## src/rtl/riscv_trace_buffer.sv

```systemverilog
// Commit-trace capture: packs per-cycle write-back and data-memory events into records
// held in a circular FIFO drained via valid/ready. Define RISCV_TRACE_TS_EN to add a cycle timestamp.
module riscv_trace_buffer #(
   parameter int DATA_W    = 32,
   parameter int ADDR_W    = 9,
   parameter int DEPTH     = 16,
   parameter int OVERWRITE = 0,
   parameter int CNT_W     = 8,
   parameter int TS_W      = 16
) (
   input  logic                       clk,
   input  logic                       reset,
   input  logic                       trc_en,
   input  logic                       trc_clr,
   input  logic                       reg_write_sig,
   input  logic [4:0]                 reg_num,
   input  logic [DATA_W-1:0]          reg_data,
   input  logic                       wr,
   input  logic                       rd,
   input  logic [ADDR_W-1:0]          addr,
   input  logic [DATA_W-1:0]          wr_data,
   input  logic [DATA_W-1:0]          rd_data,
   output logic                       trc_valid,
   input  logic                       trc_ready,
   output logic                       trc_reg_v,
   output logic [4:0]                 trc_reg_num,
   output logic [DATA_W-1:0]          trc_reg_data,
   output logic                       trc_mem_wr,
   output logic                       trc_mem_rd,
   output logic [ADDR_W-1:0]          trc_addr,
   output logic [DATA_W-1:0]          trc_mem_data,
`ifdef RISCV_TRACE_TS_EN
   output logic [TS_W-1:0]            trc_ts,
`endif
   output logic [$clog2(DEPTH):0]     level,
   output logic [CNT_W-1:0]           lost_cnt
);

   localparam int PW = $clog2(DEPTH);
   localparam int LW = PW + 1;
   localparam logic [LW-1:0] FULL_LVL = LW'(DEPTH);

   if (DEPTH < 2 || (DEPTH & (DEPTH - 1)) != 0 || CNT_W < 1 || TS_W < 1) begin : g_bad_param
      $error("riscv_trace_buffer: DEPTH must be a power of two >= 2");
   end

   typedef struct packed {
      logic              reg_v;
      logic [4:0]        reg_num;
      logic [DATA_W-1:0] reg_data;
      logic              mem_wr;
      logic              mem_rd;
      logic [ADDR_W-1:0] addr;
      logic [DATA_W-1:0] mem_data;
`ifdef RISCV_TRACE_TS_EN
      logic [TS_W-1:0]   ts;
`endif
   } rec_t;

   rec_t           mem_q [DEPTH];
   rec_t           mem_d [DEPTH];
   rec_t           rec_in;
   rec_t           head;
   logic [PW-1:0]  wptr_q, wptr_d, rptr_q, rptr_d;
   logic [LW-1:0]  lvl_q, lvl_d;
   logic [CNT_W-1:0] lost_q, lost_d;
   logic           push, pop, full;

`ifdef RISCV_TRACE_TS_EN
   logic [TS_W-1:0] ts_q, ts_d;

   always_comb ts_d = ts_q + 1'b1;

   always_ff @(posedge clk or posedge reset) begin
      if (reset) ts_q <= '0;
      else       ts_q <= ts_d;
   end
`endif

   assign push = trc_en && (reg_write_sig || wr || rd);
   assign pop  = trc_valid && trc_ready;
   assign full = (lvl_q == FULL_LVL);

   // Unused halves of the record are zeroed so idle fields never leak stale bus values.
   always_comb begin
      rec_in = '0;
      if (reg_write_sig) begin
         rec_in.reg_v    = 1'b1;
         rec_in.reg_num  = reg_num;
         rec_in.reg_data = reg_data;
      end
      if (wr || rd) begin
         rec_in.mem_wr   = wr;
         rec_in.mem_rd   = rd;
         rec_in.addr     = addr;
         rec_in.mem_data = wr ? wr_data : rd_data;
      end
`ifdef RISCV_TRACE_TS_EN
      rec_in.ts = ts_q;
`endif
   end

   always_comb begin
      mem_d  = mem_q;
      wptr_d = wptr_q;
      rptr_d = rptr_q;
      lvl_d  = lvl_q;
      lost_d = lost_q;
      if (trc_clr) begin
         wptr_d = '0;
         rptr_d = '0;
         lvl_d  = '0;
         lost_d = '0;
      end else begin
         // When full in overwrite mode wptr == rptr, so the new record lands on the oldest one.
         if (push && (pop || !full || OVERWRITE != 0)) begin
            mem_d[wptr_q] = rec_in;
            wptr_d        = wptr_q + 1'b1;
         end
         if (pop || (push && full && OVERWRITE != 0))
            rptr_d = rptr_q + 1'b1;
         if (push && !pop && !full)
            lvl_d = lvl_q + 1'b1;
         else if (pop && !push)
            lvl_d = lvl_q - 1'b1;
         if (push && full && !pop && lost_q != '1)
            lost_d = lost_q + 1'b1;
      end
   end

   always_ff @(posedge clk or posedge reset) begin
      if (reset) begin
         wptr_q <= '0;
         rptr_q <= '0;
         lvl_q  <= '0;
         lost_q <= '0;
         for (int i = 0; i < DEPTH; i++) mem_q[i] <= '0;
      end else begin
         wptr_q <= wptr_d;
         rptr_q <= rptr_d;
         lvl_q  <= lvl_d;
         lost_q <= lost_d;
         mem_q  <= mem_d;
      end
   end

   assign head         = mem_q[rptr_q];
   assign trc_valid    = (lvl_q != '0);
   assign trc_reg_v    = head.reg_v;
   assign trc_reg_num  = head.reg_num;
   assign trc_reg_data = head.reg_data;
   assign trc_mem_wr   = head.mem_wr;
   assign trc_mem_rd   = head.mem_rd;
   assign trc_addr     = head.addr;
   assign trc_mem_data = head.mem_data;
`ifdef RISCV_TRACE_TS_EN
   assign trc_ts       = head.ts;
`endif
   assign level        = lvl_q;
   assign lost_cnt     = lost_q;

endmodule
```

## config.mk

```make
export PLATFORM = sky130hd
export DESIGN_NAME = riscv_trace_buffer
export DESIGN_NICKNAME = d
export VERILOG_FILES = /design/src/rtl/riscv_trace_buffer.sv
export SDC_FILE = /design/constraint.sdc
export NUM_CORES = 2
export LEC_CHECK = 0
export CORE_MARGIN = 4
export CORE_UTILIZATION = 55
export CTS_CLUSTER_DIAMETER = 150
export CTS_CLUSTER_SIZE = 10
export DETAILED_ROUTE_END_ITERATION = 16
export PLACE_DENSITY_LB_ADDON = 0.15
export SLEW_MARGIN = 20
export SYNTH_ARGS = -nofsm -noshare
export SYNTH_HDL_FRONTEND = slang
export SYNTH_SLANG_ARGS = --single-unit
```

## constraint.sdc

```tcl
create_clock -name clk -period 43.4 [get_ports clk]
set_clock_uncertainty 0.2 [all_clocks]
set_input_delay 6.51 -clock clk [delete_from_list [all_inputs] [get_ports clk]]
set_output_delay 6.51 -clock clk [all_outputs]
set_load 0.05 [all_outputs]
```

==> key figures <==
Pwr
  – Static power due to leakage: 27.34 nW
  – Peak supply drop: slightly below 0.05 mV
  – Power density normalized to cell area: 51.87 mW/mm^2

Setup path
  – Launch point of the worst reg-to-reg path: level[0]
  – Arrival time worst endpoint: around 5300 ps
  – Critical path's largest stage delay: between 1000 and 1500 ps
  – Maximum fanout along the worst path: 60
  – Startpoint type of the worst setup path: flop
  – Cell family with the largest share of critical-path delay: buffers and inverters
  – Slowest cell on the critical path: sky130_fd_sc_hd__dfrtp_4
  – Depth of the worst register-to-register path: 5
  – Crit path cell chain: buf_4, buf_4, mux4_2, mux4_2, clkdlybuf4s50_1
  – Total buffers and inverters traversed by the critical path: 3
  – Required arrival time at the worst endpoint: 36,690 ps
  – Endpoint of the worst register-to-register path: mem_q[1095]
  – Kind of end point of the critical path: output pin
  – Kind of critical path: reg2out
  – Worst reg-to-reg setup slack: 38,890 ps

Layout
  – Number of antenna cells inserted: 0
  – Post-Layout Cell Count: roughly 6,300
  – Layout cell share with drive strength beyond 1: 0.1516
  – Final net count: approximately 5,000
  – Fill cell instance count of the final layout: a little over 8,000
  – Area Overhead vs Synth: 12.49%

Run
  – Total of max-cap violations: 0

Drt
  – Total length of routed wires: 142.9 mm
  – Ratio of routed vias to standard cells: ~5.9
  – 1st-iter DRT viols: between 3,000 and 4,000
  – Remaining DRCs: 0
  – Routed length per placed instance: between 20 and 25 um
  – Antenna violation net count after detailed routing: 0
  – Detailed-routing iteration count for the pre-antenna-repair pass: 8
  – Total number of vias: roughly 38,000

Yosys
  – Syn Inst Count: around 5,000
  – Most used standard cells in the synthesized netlist: 1,317 x sky130_fd_sc_hd__dfrtp_1, 1,300 x sky130_fd_sc_hd__nand2_1, 1,253 x sky130_fd_sc_hd__o21ai_0, 405 x sky130_fd_sc_hd__mux4_2, 300 x sky130_fd_sc_hd__clkbuf_1
  – Synth warnings: 0
  – Main synth FF type: sky130_fd_sc_hd__dfrtp_1
  – Unique masters post-synth: between 40 and 50
  – Count of flip-flops with a built-in enable after synthesis: 0
  – Sequential fraction of the synthesis area: 0.5798
  – Most area-consuming cells after synthesis: sky130_fd_sc_hd__dfrtp_1 58%, sky130_fd_sc_hd__mux4_2 16%, sky130_fd_sc_hd__o21ai_0 11%
  – Yosys top cell area share: 0.5798
  – Yosys top cell by area: sky130_fd_sc_hd__dfrtp_1
  – Cell with the most instances after synthesis: sky130_fd_sc_hd__dfrtp_1
  – #FFs+latches synth: between 1,000 and 1,500
  – Synth async-reset ratio: 1.000
  – Mapped cell area: 0.05684 mm^2
  – Post-Synthesis Mean Instance Area: about 11 um^2
  – Synth Net Count: around 5,100

Clocking
  – Buffer levels on the longest clock path: 3
  – Latest clock arrival within the worst-skew pair: 730 ps
  – Post-cts hold buffer count: 0
  – Clock sink count: around 1,300
  – Clock transition at the register clock pins on the worst setup and hold paths after CTS: roughly 60 ps
  – Total clock buffers created by CTS: roughly 150
  – Clock tree from TritonCTS: done
  – H-tree depth: 4
  – PostCTS Resize Cnt: 0
  – Clock root cell: sky130_fd_sc_hd__clkbuf_16
  – Number of buffers inserted by post-CTS setup repair: 0

STA
  – Final Hold Fails: 0
  – Fin crit share: 0.2755
  – Slew @ Worst Pin: approximately 1100 ps
  – Final Critical Period: about 12,000 ps
  – Worst relative slew slack: 0.2406
  – Final setup fails: 0
  – RSZ-0062 raised after global routing: false
  – Final Slew Violations: 0
  – Setup TNS after final layout: 0 ps
  – Highest clock frequency the design can meet: approximately 84 MHz

Min path
  – Hold Path Class: reg2reg
  – Min-delay src: mem_q[75]
  – Min-Delay Endpoint: mem_q[75]
  – Hold-critical path depth: 2

Place
  – Final estimated routing congestion in global placement: around 0.76
  – Count of placed standard cells including taps: approximately 6,000
  – HPWL after detailed placement: slightly below 80 mm
  – Count of buffers from port buffering: approximately 210

Floorplanning
  – Cell Rows: between 100 and 150
  – Die ar.: around 0.11 mm^2
  – Core area: slightly above 0.1 mm^2
  – Horizontal die dimension: roughly 330 um
  – I/O pin count: between 200 and 250
  – Initial Util: 0.5563
  – Die height: around 330 um

Global routing
  – Total routing resource utilization after global routing: 0.2716
  – Vias in the first global route: approximately 38,000
  – Initial antenna violation count: 3
  – Remaining global-route overflow: 0
  – Global-route wire length before repair: about 230 mm
  – Maximum number of pins on one net before global-route repair: around 180

Outcome
  – Outcome: completed
==> per-layer routing <==
metal / vias up / GRT usage / wire [um]
met5: - / 0 / 13
met4: 2 / 0.06007 / 2319
met3: 160 / 0.04381 / 8260
met2: 927 / 0.4222 / 67020
met1: 19283 / 0.4126 / 65310
li1: 17260 / - / -
==> through the flow <==
stage	hold WS [ps]	setup WS (ps)	total power, mW	utilization	cell area [um^2]
after CTS	276.7	31140	3.348	0.6243	63790
after floorplan	244.6	18480	2.008	-	56840
after global routing	287.3	31200	3.462	0.6257	63940
after global placement	256.5	31100	2.246	0.5849	59760
after detailed placement	264.9	31050	2.255	0.5853	59810
final	270.7	31440	3.317	0.6257	63940
==> cells in the final DEF, fill, tap and decap left out, types with 5 or more instances in the layout <==
cell and instances:
sky130_fd_sc_hd__buf_4 80, sky130_fd_sc_hd__clkdlybuf4s50_1 210, sky130_fd_sc_hd__nand2_1 1300, sky130_fd_sc_hd__nand3_1 10, sky130_fd_sc_hd__dfrtp_1 1313, sky130_fd_sc_hd__a21oi_1 10
sky130_fd_sc_hd__buf_12 7, sky130_fd_sc_hd__a22oi_1 32, sky130_fd_sc_hd__ha_1 10, sky130_fd_sc_hd__o2111ai_4 16, sky130_fd_sc_hd__clkinv_8 5, sky130_fd_sc_hd__clkbuf_16 154
sky130_fd_sc_hd__mux4_2 405, sky130_fd_sc_hd__xor2_1 5, sky130_fd_sc_hd__inv_1 5, sky130_fd_sc_hd__nor2_1 9, sky130_fd_sc_hd__mux2_2 49, sky130_fd_sc_hd__clkbuf_4 7
sky130_fd_sc_hd__or4_1 5, sky130_fd_sc_hd__o21ai_0 1253, sky130_fd_sc_hd__o211ai_1 5
==> worst register-to-register path: cells and delay by family (launching register included) <==
family | cells | cell delay, ps
mux | 1 | 420
simple gates | 1 | 830
compound gates | 1 | 750
flops | 1 | 460
buf+inv | 2 | 1730
==> how the worst max path moves through the flow <==
stage               cells past startpoint       from  slack (ps)          endpoint
global route                            5  rptr_q[0]       31200  trc_mem_data[31]
finish                                  5  rptr_q[1]       31440   trc_reg_data[0]
global placement                        7      reset       31100        mem_q[102]
detailed placement                      7      reset       31050         mem_q[21]
floorplan                               1      reset       18480          level[0]
CTS                                     5  rptr_q[0]       31140  trc_mem_data[31]
==> state kept, by name, summed over array words and instances (netlist names) <==
name      flops
rptr_q        4
lost_cnt      8
wptr_q        4
mem_q      1296
level         5
==> cell families after synthesis <==
logic type               Yosys count  share of synthesized area
AND/OR/NAND/NOR                 1348                    0.09070
multiplexers                     456                     0.1705
XOR/XNOR                           6                  0.0009246
AO/OA/AOI/OAI                   1335                     0.1213
flip-flops                      1317                     0.5798
adder cells (fa/ha/maj)           11                   0.002554
buffers and inverters            476                    0.03416
==> cell type report <==
type	instances	area, um^2	area share
multi-input cells	3156	22240	0.3479
well taps	1368	1712	0.02677
repair buffers	314	3003	0.04697
clock inverters	10	121.4	0.001898
inverters	6	26.28	0.0004110
flip-flops and latches	1317	32970	0.5157
clock buffers	156	3861	0.06039
==> power by group <==
group          total (mW)  switching, mW  internal, mW
combinational       0.821          0.489         0.332
clock                1.09          0.466         0.624
sequential           1.41         0.0731          1.33
No activity file was read; power rests on OpenSTA's default activity.
